### src/rtl/wb_regfile_pkg.sv
// Shared writeback and register-file definitions.
// The control decoder that produces ResultSrcD imports this package as well.
package wb_regfile_pkg;

  localparam int unsigned XLEN       = 32;
  localparam int unsigned NREGS      = 32;
  localparam int unsigned REG_ADDR_W = $clog2(NREGS);

  localparam logic [REG_ADDR_W-1:0] X0 = REG_ADDR_W'(0);

  typedef enum logic [1:0] {
    RES_ALU  = 2'b00,
    RES_MEM  = 2'b01,
    RES_PC4  = 2'b10,
    RES_RSVD = 2'b11
  } resultSrcT;

endpackage

### src/rtl/wb_regfile_core.sv
// Integer register file: x1..x31 with async clear, one write port,
// two combinational read ports with x0 masking and write-to-read bypass.
module regfile_core
  import wb_regfile_pkg::*;
(
  input  logic                  clk,
  input  logic                  reset,
  input  logic                  writeEn,
  input  logic [REG_ADDR_W-1:0] writeAddr,
  input  logic [XLEN-1:0]       writeData,
  input  logic [REG_ADDR_W-1:0] readAddr1,
  input  logic [REG_ADDR_W-1:0] readAddr2,
  output logic [XLEN-1:0]       readData1,
  output logic [XLEN-1:0]       readData2
);

  // x0 has no storage; index 0 is never read from this array
  logic [XLEN-1:0] regs [1:NREGS-1];

  logic doWrite;
  assign doWrite = writeEn && (writeAddr != X0);

  always_ff @(posedge clk or negedge reset) begin
    if (!reset) begin
      for (int i = 1; i < int'(NREGS); i++) begin
        regs[i] <= '0;
      end
    end else if (doWrite) begin
      regs[writeAddr] <= writeData;
    end
  end

  // Bypass lets decode see the value being committed on this edge
  always_comb begin
    readData1 = '0;
    readData2 = '0;
    if (readAddr1 != X0) begin
      readData1 = (doWrite && (writeAddr == readAddr1)) ? writeData : regs[readAddr1];
    end
    if (readAddr2 != X0) begin
      readData2 = (doWrite && (writeAddr == readAddr2)) ? writeData : regs[readAddr2];
    end
  end

endmodule

### src/rtl/wb_regfile.sv
// Writeback stage consumer: result select, register-file commit and
// retired-instruction counter.
module wb_regfile
  import wb_regfile_pkg::*;
#(
  parameter int unsigned CNT_W = 64
) (
  input  logic                  clk,
  input  logic                  reset,
  input  logic                  RegWriteW,
  input  logic [1:0]            ResultSrcW,
  input  logic [REG_ADDR_W-1:0] RdW,
  input  logic [XLEN-1:0]       ALUResultW,
  input  logic [XLEN-1:0]       ReadDataW,
  input  logic [XLEN-1:0]       PCPlus4W,
  input  logic                  RetireW,
  input  logic [REG_ADDR_W-1:0] A1,
  input  logic [REG_ADDR_W-1:0] A2,
  output logic [XLEN-1:0]       RD1,
  output logic [XLEN-1:0]       RD2,
  output logic [XLEN-1:0]       ResultW,
  output logic [CNT_W-1:0]      InstRet
);

  // Reserved encoding yields zero so a write with it is harmless
  always_comb begin
    ResultW = '0;
    case (resultSrcT'(ResultSrcW))
      RES_ALU:  ResultW = ALUResultW;
      RES_MEM:  ResultW = ReadDataW;
      RES_PC4:  ResultW = PCPlus4W;
      RES_RSVD: ResultW = '0;
      default:  ResultW = '0;
    endcase
  end

  regfile_core uCore (
    .clk       (clk),
    .reset     (reset),
    .writeEn   (RegWriteW),
    .writeAddr (RdW),
    .writeData (ResultW),
    .readAddr1 (A1),
    .readAddr2 (A2),
    .readData1 (RD1),
    .readData2 (RD2)
  );

  // Counts every retired instruction, wrapping silently
  always_ff @(posedge clk or negedge reset) begin
    if (!reset) begin
      InstRet <= '0;
    end else if (RetireW) begin
      InstRet <= InstRet + CNT_W'(1);
    end
  end

endmodule

### config.mk
export PLATFORM = sky130hd
export DESIGN_NAME = wb_regfile
export DESIGN_NICKNAME = d
export VERILOG_FILES = /design/src/rtl/wb_regfile_pkg.sv /design/src/rtl/wb_regfile_core.sv /design/src/rtl/wb_regfile.sv
export SDC_FILE = /design/constraint.sdc
export NUM_CORES = 2
export LEC_CHECK = 0
export ABC_AREA = 1
export ABC_CLOCK_PERIOD_IN_PS = 1800
export BUFFER_PORTS_ARGS = -buffer_cell sky130_fd_sc_hd__buf_2
export CAP_MARGIN = 20
export CORE_UTILIZATION = 28
export DETAILED_ROUTE_END_ITERATION = 6
export GPL_ROUTABILITY_DRIVEN = 0
export PLACE_DENSITY_LB_ADDON = 0.25
export SYNTH_ARGS = -nofsm -noshare
export SYNTH_HDL_FRONTEND = slang
export SYNTH_HIERARCHICAL = 1
export SYNTH_SLANG_ARGS = --single-unit
### constraint.sdc
create_clock -name clk -period 1.8 [get_ports clk]
set_input_delay 0.09 -clock clk [delete_from_list [all_inputs] [get_ports clk]]
set_output_delay 0.09 -clock clk [all_outputs]
set_load 0.1 [all_outputs]
==> results.md <==
- Run status: finished, violations left
- Failing checks: negative setup slack
- Setup TNS: -23.76 ns
- Register-to-register path setup slack: between 0.1 and 0.15 ns
- Reg2Reg Depth: 6
- Num rows: between 150 and 200
- Largest net degree at the start of global routing: 111
- CP max FO: 2
- TritonCTS clock tree: built
- Core area: ~220000 um2
- Flops & latches, synth: 1056
- Hold path depth: 6
- Final hold vios: 0
- Initial antenna violation count: 5
- Max IR drop VDD: ~1.0 mV
- I/O pins: around 280
- Crit. End Element: primary output
- Share of the synthesized area in the top cell type: 42.35%
- Achievable frequency: 441.1 MHz
- Vias in the first global route: 64710
- Fillers: 22420
- EDFF count, synth: 0
- Sequential cell area: 26520 um2
- Clock latency on the worst-skew pair: roughly 0.80 ns
- P_leak: 41.48 nW
- Synth area leader: dfrtp_1
- H-tree levels: 4
- Routed WL per cell: approximately 22 um
- Via Count: between 60000 and 70000
- Root Driver: clkbuf_16
- Crit Path Category: flop to primary output
- Die Ht: 474.1 um
- R2r startpoint: InstRet[18]$_DFFE_PN0P_
- Initial Utilization: between 20% and 30%
- Die area: 224700 um2
- Layout cell share with drive strength beyond 1: about a quarter
- Total Wirelength: 289.9 mm
- Min Tclk post-route: 2.267 ns
- Most used flip-flop cell after synthesis: dfrtp_1
- First-pass GRT wire length: 424.9 mm
- Post-Syn Instances: between 9000 and 10000
- Ys Warns: 6
- Largest cells by area after synthesis: dfrtp_1, nand2_1, nand3_1, o21ai_0, inv_1
- Number of DRC markers in iteration 0: 7094
- Die Span X: 474.1 um
- Finished Layout Cells: 13100
- Sink Count: 1056
- GRT Overall Usage: 25.12%
- Hold Slack: around 0.014 ns
- Placed Cells: 12650
- Setup violations, final: 64
- HP Class: input pin to flop
- First-pass detailed-route iteration total: 6
- Area of the mapped netlist: 62400 um2
- Multi-input gate area: 34820 um2
- Worst EP arrival: 2.18 ns
- Gr ovfl total: 0
- Register area share after synthesis: 42.35%
- DRT antenna net count: 0
- CTS Buf Count: 133
- Slew Viols, Final: 0
- IO buf count: approximately 280
- Setup Skew: 0.009077 ns
- RSZ-0062 raised after global routing: true
- Vias per Instance: 5.200
- Nature of the critical path startpoint: flop
- Area delta synth->final: 38.07%
- Min-delay src: PCPlus4W[0]
- Clk pin slew, worst setup/hold paths: 0.06 ns
- Yosys cell types: 29
- Worst slew pin tran: 0.6660 ns
- Crit share post-route: 125.9%
- Max cap viols: 0
- Ys async rst share: 100.0%
- Avg Inst Size Synth: 6.563 um2
- CP required: 1.71 ns
- HPWL Detailed: roughly 180 mm
- Max clock buf depth: 3
- Setup slack after layout: -0.4669 ns
- Pwr Density: approximately 950 nW/um2
- Final #Nets: 10150
- DRC errors left: 0
- Slew headroom: 55.60%
- Reg2reg end: InstRet[33]$_DFFE_PN0P_
- Worst hold endpoint: uCore/regs[544]$_DFFE_PN0P_
- Post-Syn Nets: 9625
==> sequential cells by signal (all words and copies together), names as in the netlist <==
name / cells
uCore/regs: 992
InstRet: 64
==> power by group <==
part / total (W) / switching, W / internal [W]
logic: 0.0238 / 0.0152 / 0.00862
registers: 0.0301 / 0.00239 / 0.0277
clock network: 0.0279 / 0.0114 / 0.0165
total: 0.0818 / 0.0289 / 0.0529
==> synth_stat cells, types with 16 or more instances <==
library cell / count
o21ai_1: 35
nor3_1: 16
inv_1: 1058
clkbuf_1: 599
o21ai_0: 964
nand4_1: 18
dfrtp_1: 1056
xnor2_1: 22
buf_2: 50
xor2_1: 22
buf_1: 79
nor2_1: 96
nand3_1: 1957
nand2_1: 3479
==> worst max-delay path, cell delays in order (launching register included) <==
cell,delay (ns)
dfrtp_1,0.40
inv_2,0.08
nand2_2,0.06
nand3_2,0.08
nand3_2,0.08
nand3_2,0.08
nand3_2,0.11
nand3_4,0.13
buf_8,0.15
nand2_4,0.06
buf_12,0.16
==> layout make-up <==
| class | count | share of cell area, % |
|---|---|---|
| Clock buffer | 193 | 4.524 |
| Multi-Input combinational cell | 6655 | 40.41 |
| Inverter | 1068 | 4.707 |
| Tap cell | 2958 | 4.296 |
| Clock inverter | 48 | 0.6855 |
| Sequential cell | 1056 | 30.79 |
| Antenna cell | 3 | 0.008714 |
| Timing Repair Buffer | 1115 | 14.58 |
==> layer usage <==
metal  vias to the layer above  wire length, um  track usage [%]
li1                      31130                -                -
met5                         -                0                0
met2                      3215           131400            40.58
met1                     32960           118100            32.01
met3                       800            21210            3.752
met4                         0            19180            13.96
==> worst max path at each step <==
stage / from / end / slack (ns) / cells after the start
finish: uCore/regs[624]$_DFFE_PN0P_ / RD2[16] / -0.47 / 10
CTS: uCore/regs[496]$_DFFE_PN0P_ / RD1[16] / -0.55 / 10
global route: uCore/regs[272]$_DFFE_PN0P_ / RD2[16] / -0.54 / 10
floorplan: ResultSrcW[0] / RD1[10] / -0.04 / 8
global placement: A2[1] / RD2[18] / -0.59 / 11
detailed placement: A2[1] / RD2[25] / -0.55 / 11
==> cell usage in the layout, fill, tap and decap left out, drive strengths merged <==
| cell type | n |
|---|---|
| dlymetal6s4s | 3 |
| bufinv | 10 |
| dfrtp | 1056 |
| clkinvlp | 5 |
| nand3b | 12 |
| and2 | 1 |
| o21ai | 999 |
| clkbuf | 194 |
| buf | 1044 |
| inv | 1071 |
| nor4 | 2 |
| dlygate4sd3 | 67 |
| nand4 | 18 |
| nor2 | 113 |
| ha | 1 |
| nand3 | 1959 |
| or2 | 1 |
| a21oi | 2 |
| nor3 | 21 |
| diode | 3 |
| xnor2 | 22 |
| nand2 | 3482 |
| clkinv | 30 |
| xor2 | 22 |
==> per-stage QoR <==
step                power [W]  setup WS, ns  util (%)  area (um2)
floorplan             0.04282      -0.03789         -       63370
global placement      0.05068       -0.5947     34.04       75080
detailed placement    0.05107       -0.5463     34.04       75080
CTS                   0.08034       -0.5459     37.45       82620
global route          0.08584       -0.5415     39.06       86150
finish                0.08182       -0.4669     39.06       86150
==> cell families after synthesis <==
kind of cell	Yosys count	share of synthesized area (%)
DFF	1056	42.35
buffers and inverters	1796	10.90
AOI/OAI and AO/OA	1001	8.029
xor gates and xnor gates	44	0.6176
and+or+nand+nor	5609	38.08
adders and majority gates	1	0.02005
==> what timing repair did <==
item,in CTS,in global routing
pin swaps,236,365
gates resized for setup,561,786
endpoints found under the setup margin,124,80
setup buffers,20,126
endpoints found under the hold margin,1560,0
hold buffers,70,0
cloned,0,1
(Power assumes the default switching activity.)
